<file path="src/rtl/count_capture_fifo.sv">
`default_nettype none
// ============================================================================
// Module  : count_capture_fifo
// Purpose : Captures `count` into a show-ahead FIFO on each rising edge of
//           trig and hands entries to a valid/ready sink. With the macro
//           CAP_WRAP_EXT_EN each entry also carries a counter-wrap tally.
// Rev     : 1.0
// ============================================================================
module count_capture_fifo #(
  parameter int WIDTH = 4,
  parameter int DEPTH = 4,
  parameter int EXT_W = 4,
`ifdef CAP_WRAP_EXT_EN
  localparam int DW   = EXT_W + WIDTH
`else
  localparam int DW   = WIDTH
`endif
) (
  input  logic                     clk,
  input  logic                     rst,
  input  logic [WIDTH-1:0]         count,
  input  logic                     trig,
  input  logic                     clr_ovf,
  input  logic                     cap_ready,
  output logic                     cap_valid,
  output logic [DW-1:0]            cap_data,
  output logic [$clog2(DEPTH):0]   level,
  output logic                     full,
  output logic                     empty,
  output logic                     overflow
);

  localparam int              AW     = $clog2(DEPTH);
  localparam int              LW     = AW + 1;
  localparam logic [LW-1:0]   C_FULL = LW'(DEPTH);

  if (DEPTH < 2 || (DEPTH & (DEPTH - 1)) != 0 || EXT_W < 1) begin : g_cfg_check
    $error("count_capture_fifo: DEPTH must be a power of 2 >= 2 and EXT_W >= 1");
  end

  logic [DW-1:0]    r_mem [DEPTH];
  logic [AW-1:0]    r_wr_ptr;
  logic [AW-1:0]    r_rd_ptr;
  logic [LW-1:0]    r_level;
  logic             r_trig_q;
  logic             r_overflow;

  logic             w_push_req;
  logic             w_pop;
  logic             w_push;
  logic             w_drop;
  logic             w_full;
  logic             w_empty;
  logic [DW-1:0]    w_wdata;

  assign w_full     = (r_level == C_FULL);
  assign w_empty    = (r_level == '0);
  assign w_push_req = trig & ~r_trig_q;
  assign w_pop      = ~w_empty & cap_ready;
  // A push into a full FIFO survives only if the head leaves on the same edge.
  assign w_push     = w_push_req & (~w_full | w_pop);
  assign w_drop     = w_push_req & w_full & ~w_pop;

`ifdef CAP_WRAP_EXT_EN
  logic [EXT_W-1:0] r_wrap_cnt;
  logic [EXT_W-1:0] w_wrap_next;
  logic [WIDTH-1:0] r_count_q;

  assign w_wrap_next = r_wrap_cnt + EXT_W'((r_count_q == '1) && (count == '0));
  assign w_wdata     = {w_wrap_next, count};

  always_ff @(posedge clk or posedge rst) begin
    if (rst) begin
      r_wrap_cnt <= '0;
      r_count_q  <= '0;
    end else begin
      r_wrap_cnt <= w_wrap_next;
      r_count_q  <= count;
    end
  end
`else
  assign w_wdata = count;
`endif

  // trig_q resets high so a trig held across reset release is not an edge.
  always_ff @(posedge clk or posedge rst) begin
    if (rst) begin
      r_wr_ptr   <= '0;
      r_rd_ptr   <= '0;
      r_level    <= '0;
      r_trig_q   <= 1'b1;
      r_overflow <= 1'b0;
    end else begin
      r_trig_q <= trig;
      if (w_push) begin
        r_wr_ptr <= r_wr_ptr + 1'b1;
      end
      if (w_pop) begin
        r_rd_ptr <= r_rd_ptr + 1'b1;
      end
      case ({w_push, w_pop})
        2'b10:   r_level <= r_level + 1'b1;
        2'b01:   r_level <= r_level - 1'b1;
        default: r_level <= r_level;
      endcase
      if (w_drop) begin
        r_overflow <= 1'b1;
      end else if (clr_ovf) begin
        r_overflow <= 1'b0;
      end
    end
  end

  always_ff @(posedge clk) begin
    if (w_push) begin
      r_mem[r_wr_ptr] <= w_wdata;
    end
  end

  assign cap_valid = ~w_empty;
  assign cap_data  = w_empty ? '0 : r_mem[r_rd_ptr];
  assign level     = r_level;
  assign full      = w_full;
  assign empty     = w_empty;
  assign overflow  = r_overflow;

endmodule
`default_nettype wire

</file>
<file path="config.mk">
export PLATFORM = sky130hd
export DESIGN_NAME = count_capture_fifo
export DESIGN_NICKNAME = d
export VERILOG_FILES = /design/src/rtl/count_capture_fifo.sv
export SDC_FILE = /design/constraint.sdc
export NUM_CORES = 1
export LEC_CHECK = 0
export CAP_MARGIN = 20
export CORE_MARGIN = 2
export CORE_UTILIZATION = 41
export CTS_CLUSTER_SIZE = 30
export DETAILED_ROUTE_END_ITERATION = 7
export GPL_TIMING_DRIVEN = 0
export PLACE_DENSITY = 0.64
export SYNTH_ARGS = -nofsm -noshare
export SYNTH_HDL_FRONTEND = slang
export SYNTH_SLANG_ARGS = --single-unit
export TNS_END_PERCENT = 10
</file>
<file path="constraint.sdc">
create_clock -name clk -period 4.87 [get_ports clk]
set_input_delay 0.487 -clock clk [delete_from_list [all_inputs] [get_ports clk]]
set_output_delay 0.487 -clock clk [all_outputs]
set_load 0.02 [all_outputs]
</file>
# Yosys cells after proc, flatten, opt, wreduce, memory -nomap -nowiden
# Memory sizes are Yosys's and may differ from the RTL's.
# Index checks and enable logic that the tools add are counted.
dict set report totals {
  reg_bits 9
  output_inout_bits 11
  ram_bits 16
  memories 1
  word_cells 32
}
# memory words width rd rd_ports_with_merged_regs write_ports line_no
set memory_table {}
lappend memory_table {r_mem 4 4 1 0 1 41} ;# logic [DW-1:0] r_mem [DEPTH];
dict set report classes {
  n_addsub 4
  reduce_logical 3
  bitwise_logic 10
  mux 6
  n_eq_ne 3
}
# cell n
set op_table {}
lappend op_table {{$pmux 3 s2} 1}
lappend op_table {{$and 1x1->1} 5}
lappend op_table {{$add 2x1->2 const B} 2}
lappend op_table {{$mux 1} 4}
lappend op_table {{$mux 4} 1}
lappend op_table {{$not 1->1} 4}
lappend op_table {{$reduce_bool 2->1} 2}
lappend op_table {{$add 3x1->3 const B} 1}
lappend op_table {{$eq 3x3->1 const B} 1}
lappend op_table {{$logic_not 3->1} 1}
lappend op_table {{$sub 3x1->3 const B} 1}
lappend op_table {{$eq 2x1->1 const B} 1}
lappend op_table {{$eq 2x2->1 const B} 1}
lappend op_table {{$or 1x1->1} 1}

# Logic depth before layout (Yosys ltp)
dict set report logic_depth {
  word_depth 7
  mapped_depth 10
  mapped_depth_nobuf 9
}

# Worst setup path after synthesis
# No wires, ideal clock.
dict set report synth_timing {
  path_type {flip-flop to flip-flop}
  start {register r_level[0], in the netlist level[0]}
  end {register r_level[2], in the netlist level[2]}
  synth_period_minus_slack_ps 2390
  slack_ps 2480
  t_required_ps 4790
  setup_ps 80
  n_path_buf 1
  arrival_ps 2310
  stages_incl_launch_ff 11
  cell_sequence {dfrtp_1 -> or3_1 -> clkbuf_1 -> inv_1 -> nor2_1 -> ha_1 -> inv_1 -> fa_1 -> xor2_1 -> nor2_1 -> xor2_1}
}
dict set report synth_via {
  elab_chain_cells 7
  word_cells_on_any_way 13
  classes_between {2 x add/sub; 3 x eq/ne; 1 x mux; 5 x bitwise; 2 x reduce/logical}
}
# element line_no
set synth_lines {}
lappend synth_lines {{start: declaration} 44} ;# logic [LW-1:0] r_level;
lappend synth_lines {{start signal: assignment} 102} ;# 2'b10: r_level <= r_level + 1'b1;
lappend synth_lines {{start signal: assignment} 103} ;# 2'b01: r_level <= r_level - 1'b1;
lappend synth_lines {{start signal: assignment} 104} ;# default: r_level <= r_level;
lappend synth_lines {{$logic_not 3->1 (*)} 57} ;# assign w_empty = (r_level == '0);
lappend synth_lines {{$not 1->1 (*)} --}
lappend synth_lines {{via cap_valid} 25} ;# output logic cap_valid,
lappend synth_lines {{$and 1x1->1 (*)} 59} ;# assign w_pop = ~w_empty & cap_ready;
lappend synth_lines {{via w_pop} 49} ;# logic w_pop;
lappend synth_lines {{$or 1x1->1} 61} ;# assign w_push = w_push_req & (~w_full | w_pop);
lappend synth_lines {{$and 1x1->1} 61}
lappend synth_lines {{$eq 2x1->1 or $eq 2x2->1 (tied branches)} 101} ;# case ({w_push, w_pop})
lappend synth_lines {{$pmux 3 s2 or $reduce_bool 2->1 (tied branches)} --}
# The timed path passes the listed nets; every way through them passes the cells marked *.
# A chain may end at the register's enable or synchronous reset.

# Final worst setup path
dict set report layout_timing {
  start {register r_rd_ptr[0]}
  end {output port cap_data[0]}
}
dict set report layout_via {
  elab_chain_cells 2
}
# element line_no
set layout_lines {}
lappend layout_lines {{start: declaration} 43} ;# logic [AW-1:0] r_rd_ptr;
lappend layout_lines {{start signal: assignment} 99} ;# r_rd_ptr <= r_rd_ptr + 1'b1;
lappend layout_lines {{$mem_v2 4x4} --}
lappend layout_lines {{$mux 4} 121} ;# assign cap_data = w_empty ? '0 : r_mem[r_rd_ptr];
lappend layout_lines {{end: declaration} 26} ;# output logic [DW-1:0] cap_data,
# No other way between the ends.

==> reports/results.ini <==
[synth]
yosys_warnings = 0
syn_area_per_cell_um2 = 15.6
syn-num-nets = 87
seq_area_frac_synth = 0.631
synthFlopType = edfxtp_1
synthArstFlopShare = 0.360
ys_ff_latch = 25
netlist_area_mm2 = 0.00112
syn-instance-count = 72
synth_edf_count = 16
ys_types = 22

[power_and_ir_drop]
switching_share = 0.349
peakVddDrop_v = 0.000331
power.density_mw_per_mm2 = 550
p_seq_frac = 0.408
p_clk_frac = 0.119
total_leakage_power_nw = 0.556
p_int_mw = 0.493
p_sw_mw = 0.264
power.share.combinational = 0.472

[cts]
cts-hold-fix-buffers = 0
clock-sinks = 25
cts_buffer_depth = 2
postCtsSetupRepairBufs = 0
cts_root_buf = clkbuf_4
cts_resized = 0
cts_buffers = 3
clk_latency_ns = 0.32
clk_pin_slew_ns = 0.14
htreeDepth = 1
cts_tree = done

[global_routing]
track_usage = 0.131
grt_pass1_vias = 648
grt_start_max_net_pins = 15
grt_pass1_wl_mm = 3.02
grt-ovfl-total = 0
antenna_found_initial = 0

[sta]
max_freq_mhz = 388
tns_ns = 0
setup_viol = 0
min_period_over_period = 0.529
period_minus_slack_ns = 2.58
timing.final.hold_violations = 0
setup_slack_ns = 2.29
holdWs_ns = 0.407
finalMaxSlewViolations = 0
worst-slew-pin-transition_ns = 0.344
rsz0062_at_grt = no
finalClockSkew_ns = 0.0112
relSlewSlack = 0.770

[run]
cap_violations = 0

[setup_path]
cp_num_buf_inv = 2
arrival_ns = 2.09
endpoint_kind = primary output
critPathMaxFanout = 6
critPathTopFamily = buffers and inverters
worstSetupPathType = flip-flop to primary output
crit_path_cell_trace = buf_2, mux4_2, and2_1, clkdlybuf4s50_1
critPathRequiredTime_ns = 4.38
max_stage_delay_ns = 0.53
crit_path_top_delay_cell = mux4_2
cp-start-kind = flip-flop

[die]
rows = 18
fp.coreArea_mm2 = 0.00254
num_io_pins = 20
die_area_mm2 = 0.00317
die_w_um = 56.3
die_y_um = 56.3
start_util = 0.441

[worst_hold_path]
min_path_type = primary input to asynchronous set/reset pin

[routing]
drtIter0Drc = 12
viasPerCell = 4.73
postRouteAntennaNets = 0
first_pass_iters = 4
drc = 0
drt_wl_total_mm = 1.71
num_vias = 591
drt-wirelength-per-cell_um = 13.6

[cells_and_area]
final_cell_mix = 19 x clkdlybuf4s50_1, 16 x edfxtp_1, 11 x inv_1
fin_area_mm2 = 0.00138
syn_to_final_growth_pct = 22.8
layout_commonest_cell = clkdlybuf4s50_1
final_util = 0.541
drive_gt1_frac = 0.168
finalNetCount = 111
antenna_cells = 0

[placed_design]
numPortBuffers = 19
placed_area_mm2 = 0.00135
gp_congestion = 0.670
place_ws_ns = 2.39
dp_hpwl_mm = 1.33

[status]
status = finished, final reports clean

## per-stage QoR
step / total power, mW / std cells
floorplan: 0.540 / 72
global placement: 0.672 / 121
detailed placement: 0.680 / 121
CTS: 0.773 / 125
global route: 0.821 / 125
finish: 0.758 / 125
## cell type report
cell class,count,area (µm²)
buffer,2,8.76
clock buffer,3,22.5
clock inverter,1,5.00
fill,223,1170
inverter,11,41.3
multi-input combinational,34,364
sequential,25,707
tap,30,37.5
timing repair buffer,19,190
## worst reg2reg max path, delay by kind of cell (launching register included)
kind	cells	cell delay (ns)
buf+inv	2	0.12
flops	1	0.45
xor+xnor	2	0.30
fa+ha+maj	2	0.54
simple gates	2	0.54
compound gates	1	0.24
## state kept, by name, summed over array words and instances, names as in the netlist
| name | count |
|---|---|
| level | 3 |
| overflow | 1 |
| r_mem | 16 |
| r_rd_ptr | 2 |
| r_trig_q | 1 |
| r_wr_ptr | 2 |
## cells in the mapped netlist (2+ instances only)
master | count | share of area
and2_2 | 4 | 0.027
ha_1 | 5 | 0.056
and2_1 | 4 | 0.022
xnor2_1 | 3 | 0.023
inv_1 | 11 | 0.037
xor2_1 | 3 | 0.023
dfrtp_1 | 8 | 0.18
nor2_1 | 2 | 0.0067
mux4_2 | 4 | 0.080
edfxtp_1 | 16 | 0.43
## layer usage
layer	GRT usage	up-vias	wire [µm]	share of wire
met4	0.0714	0	29	0.017
li1	-	292	-	-
met2	0.218	9	867	0.51
met3	0.0230	4	53	0.031
met5	0	-	0	0
met1	0.160	286	754	0.44
## worst paths after layout
| kind | start | end | slack, ns | cells past startpoint |
|---|---|---|---|---|
| setup / recovery | r_rd_ptr[0] | cap_data[0] | 2.29 | 4 |
| hold / removal | rst | level[1] | 0.41 | 2 |
| setup reg to reg | level[0] | level[2] | 2.62 | 9 |
| hold reg to reg | overflow | overflow | 0.51 | 1 |
| max in group asynchronous | rst | r_trig_q | 4.17 | 2 |
| min in group clk | overflow | overflow | 0.51 | 1 |
## power groups by stage
| stage | Sequential (mW) | Clock, mW | Combinational [mW] |
|---|---|---|---|
| finish | 0.309 | 0.0904 | 0.358 |
| floorplan | 0.323 | 0 | 0.217 |
| global route | 0.317 | 0.108 | 0.396 |
| CTS | 0.311 | 0.0959 | 0.366 |
| detailed placement | 0.316 | 0 | 0.363 |
| global placement | 0.314 | 0 | 0.358 |
## cell families (layout without fill, tap and decap cells)
kind of cell               after synthesis  after routing  share of synthesized area
xor gates and xnor gates                 6              6                     0.0469
and+or+nand+nor                         14             14                     0.0792
adders and majority gates                6              6                     0.0737
muxes                                    6              6                      0.103
buffers and inverters                   13             36                     0.0446
AOI/OAI and AO/OA                        2              2                     0.0223
DFF                                     25             25                      0.631
(Power assumes the default switching activity.)
==> edit 1, RTL diff (same settings) <==
Set the parameter `DEPTH` to 8 (it was 4).
--- a/src/rtl/count_capture_fifo.sv
+++ b/src/rtl/count_capture_fifo.sv
@@ -8,7 +8,7 @@
 // ============================================================================
 module count_capture_fifo #(
   parameter int WIDTH = 4,
-  parameter int DEPTH = 4,
+  parameter int DEPTH = 8,
   parameter int EXT_W = 4,
 `ifdef CAP_WRAP_EXT_EN
   localparam int DW   = EXT_W + WIDTH
Ports: changed (resized level); port bits go from 20 to 21. The function was not compared with the original's and may differ.
==> edit 1 against the unedited design <==
- combinational power increased by 46%
- critical path depth increased by 1
- power increased by 73%
- final area increased by 70%
- synthesized area increased by 74%
- worst setup slack got worse by 0.25 ns
- sequential power increased by 64%
- routed wire length increased by 110%
- via count increased by 94%
- sequential cell count increased by 19
- largest cell class unchanged
- largest power group unchanged
==> edit 1: results (changes against the unedited design) <==
sta:
  finClkSkew_ns: 0.00763  # was 0.0112 ns
synthesis:
  synth_compound_area_share_pct: 4.23  # was 2.23%
  synthesis.nets: 143  # was 87
  synth_edf_count: 32  # was 16
  synth_area_leaders: "edfxtp_1 49%, dfrtp_1 14%, mux4_2 9.2%"  # was edfxtp_1 43%, dfrtp_1 18%, mux4_2 8.0%
  yosys-top-cells-count: "32 x edfxtp_1, 14 x nand2_1, 13 x nor2_1"  # was 16 x edfxtp_1, 11 x inv_1, 8 x dfrtp_1
routing:
  wl_per_cell_um: 16.4  # was 13.6 µm
  dr.first_iter.drc_count: 111  # was 12
  vias_per_cell: 5.38  # was 4.73
setup_path:
  slowest_delay_ns: 0.55  # was 0.53 ns
  critPathMaxFanout: 9  # was 6
  reg2reg_depth: 6  # was 9
placed_design:
  place_area_um2: 2220  # was 1350 µm²
  gp_congestion: 0.764  # was 0.670
  portBuffers: 20  # was 19
  place_ws_ns: 2.11  # was 2.39 ns
  dp.cells: 205  # was 121
global_route:
  grt_max_degree: 16  # was 15
  grt_pass1_wl_um: 5710  # was 3020 µm
clock_network:
  clk_pin_slew_ns: 0.08  # was 0.14 ns
  cts_made_buffers: 5  # was 3
final_layout:
  largest_reg_flops: 32  # was 16
status:
  status: "completed"  # unchanged
power:
  seqPwrFrac_pct: 38.7  # was 40.8%
  p_sw_share_pct: 33.6  # was 34.9%
## edit 1: layer usage
layer	up-vias	track usage [%]	routed length [µm]
met1	569	19.6	1590
met3	5	4.14	134
li1	548	-	-
met5	-	0	0
met2	23	23.6	1730
met4	0	5.35	42
## edit 1: layout make-up
class	instances	area share, %
Buffer	6	1.66
Timing Repair Buffer	20	8.57
Clock inverter	3	1.98
Clock buffer	5	2.95
Multi-Input combinational cell	77	27.2
Tap cell	54	2.89
Inverter	4	0.697
Sequential cell	44	54.1
## edit 1: worst min-delay path by stage
stage / startpoint / to / slack [ns] / cells after the start
floorplan: rst / level[0] / 0.35 / 1
global placement: r_wr_ptr[0] / r_wr_ptr[0] / 0.51 / 2
detailed placement: r_wr_ptr[0] / r_wr_ptr[0] / 0.52 / 2
CTS: rst / r_wr_ptr[0] / 0.51 / 2
global route: rst / r_wr_ptr[0] / 0.55 / 2
finish: rst / r_wr_ptr[0] / 0.49 / 2
==> edit 2, RTL diff (same flow settings) <==
Without the edit above. Register the output `level` once more; this adds one clock of latency there. The other outputs are not delayed to match.
--- a/src/rtl/count_capture_fifo.sv
+++ b/src/rtl/count_capture_fifo.sv
@@ -119,7 +119,9 @@
 
   assign cap_valid = ~w_empty;
   assign cap_data  = w_empty ? '0 : r_mem[r_rd_ptr];
-  assign level     = r_level;
+  always_ff @(posedge clk) begin
+    level <= r_level;
+  end
   assign full      = w_full;
   assign empty     = w_empty;
   assign overflow  = r_overflow;
Formal check against the unedited RTL: not equivalent (Yosys sat finds a counterexample within 4 cycles, from zero or initial values and one cycle with rst high).
==> edit 2 against the unedited design <==
- clock skew shrank 0.0055 ns
- non-clock buffer count is the same
- final area grew 4.4%
- power grew 5.8%
- worst setup slack lost 0.016 ns
- first-iteration DRC count grew 50%
- routed wire length shrank 0.29%
- core utilization shrank 2.0 points
- sequential cell count grew 3
- synthesized area grew 5.4%
- critical path type unchanged
==> edit 2: results (changes against the unedited design) <==
final_layout:
  nets: 114  # was 111
  layout.cells.non_filler: 129  # was 125
  reg_top3: "r_mem (16), level (3), r_level (3)"
  drive_gt1_share_pct: 15.3  # was 16.8%
  fillers: 243  # was 223
  largest_reg_flops: 16  # unchanged
  antenna_cells: 0  # unchanged
status:
  status: "completed"  # unchanged
routing:
  num_vias: 600  # was 591
  dr.first_iter.drc_count: 18  # was 12
  wl_per_cell_um: 13.2  # was 13.6 µm
setup_path:
  slowest_delay_ns: 0.53  # about the same
  critPathMaxFanout: 6  # unchanged
  critPathArrivalTime_ns: 2.11  # was 2.09 ns
  crit_family: "buffers and inverters"  # unchanged
  regToRegSetupSlack_ns: 2.62  # about the same
  cp_slowest_cell: "clkdlybuf4s50_1"  # was mux4_2
sta:
  finClkSkew_ns: 0.00570  # was 0.0112 ns
  worst_slack_ns: 2.28  # was 2.29 ns
  slew-limit-headroom_pct: 76.6  # was 77.0%
  hold-worst-slack_ns: 0.410  # was 0.407 ns
global_route:
  first_global_vias: 589  # was 648
  grt_max_degree: 16  # was 15
  grt.total_usage_pct: 11.5  # was 13.1%
  antenna_found_initial: 0  # unchanged
  grt_pass1_wl_um: 2760  # was 3020 µm
placed_design:
  gp_congestion: 0.649  # was 0.670
  place_ws_ns: 2.47  # was 2.39 ns
  portBuffers: 19  # unchanged
  dp_hpwl_um: 1280  # was 1330 µm
  place_area_um2: 1410  # was 1350 µm²
synthesis:
  yosys_warnings: 0  # unchanged
  synth_edf_count: 16  # unchanged
  synth_area_leaders: "edfxtp_1 41%, dfrtp_1 17%, mux4_2 7.6%"  # was edfxtp_1 43%, dfrtp_1 18%, mux4_2 8.0%
  synthesis.nets: 90  # was 87
  yosys-top-cells-count: "16 x edfxtp_1, 11 x inv_1, 8 x dfrtp_1"  # unchanged
  ys_seq_area_share_pct: 64.9  # was 63.1%
  ys.flop_type: "edfxtp_1"  # unchanged
  synth_compound_area_share_pct: 2.12  # was 2.23%
  yosys.area_share.adder_pct: 6.99  # was 7.37%
  synth.avg_cell_area_um2: 15.7  # was 15.6 µm²
  synthXorXnorAreaFrac_pct: 4.45  # was 4.69%
  synthMuxAreaShare_pct: 9.75  # was 10.3%
  yosysUniqueCellTypes: 23  # was 22
  synthArstFlopShare_pct: 32.1  # was 36.0%
clock_network:
  cts_resized: 0  # unchanged
  clock_path_buffers: 2  # unchanged
  postCtsSetupBuffers: 0  # unchanged
  insertion_delay_ns: 0.32  # about the same
  htree_levels: 1  # unchanged
  clk_pin_slew_ns: 0.14  # about the same
  cts_made_buffers: 3  # unchanged
power:
  p_sw_share_pct: 33.8  # was 34.9%
  combPwrFrac_pct: 44.8  # was 47.2%
  ir_drop_mv: 0.331  # about the same
  pwr_density_cell_nw_per_um2: 558  # was 550 nW/µm²
  p_leak_nw: 0.579  # was 0.556 nW
  seq-power_mw: 0.351  # was 0.309 mW
hold_path:
  min_path_type: "in2async"  # unchanged
-- edit 2: final cells by class --
class                           instances  area (µm²)  area share, %
Buffer                                  2        8.76          0.610
Clock buffer                            3        22.5           1.57
Clock inverter                          1        3.75          0.261
Inverter                               11        41.3           2.87
Multi-Input combinational cell         34         364           25.3
Sequential cell                        28         767           53.4
Tap cell                               31        38.8           2.70
Timing Repair Buffer                   19         190           13.2
-- edit 2: path summary, 6_finish.rpt --
path / from / endpoint / depth (start not counted)
hold / removal: rst / r_level[1] / 2
max in group asynchronous: rst / r_trig_q / 2
setup reg to reg: r_level[0] / r_level[2] / 9
setup / recovery: r_rd_ptr[0] / cap_data[0] / 4
hold reg to reg: r_level[1] / level[1] / 0
min in group clk: r_level[1] / level[1] / 0
-- edit 2: metal layers --
layer	track usage, %	vias up	part of all wire (%)
met4	6.98	0	1.8
met2	17.2	18	47
met3	2.23	4	5.2
met5	0	-	0
li1	-	297	-
met1	15.5	281	46
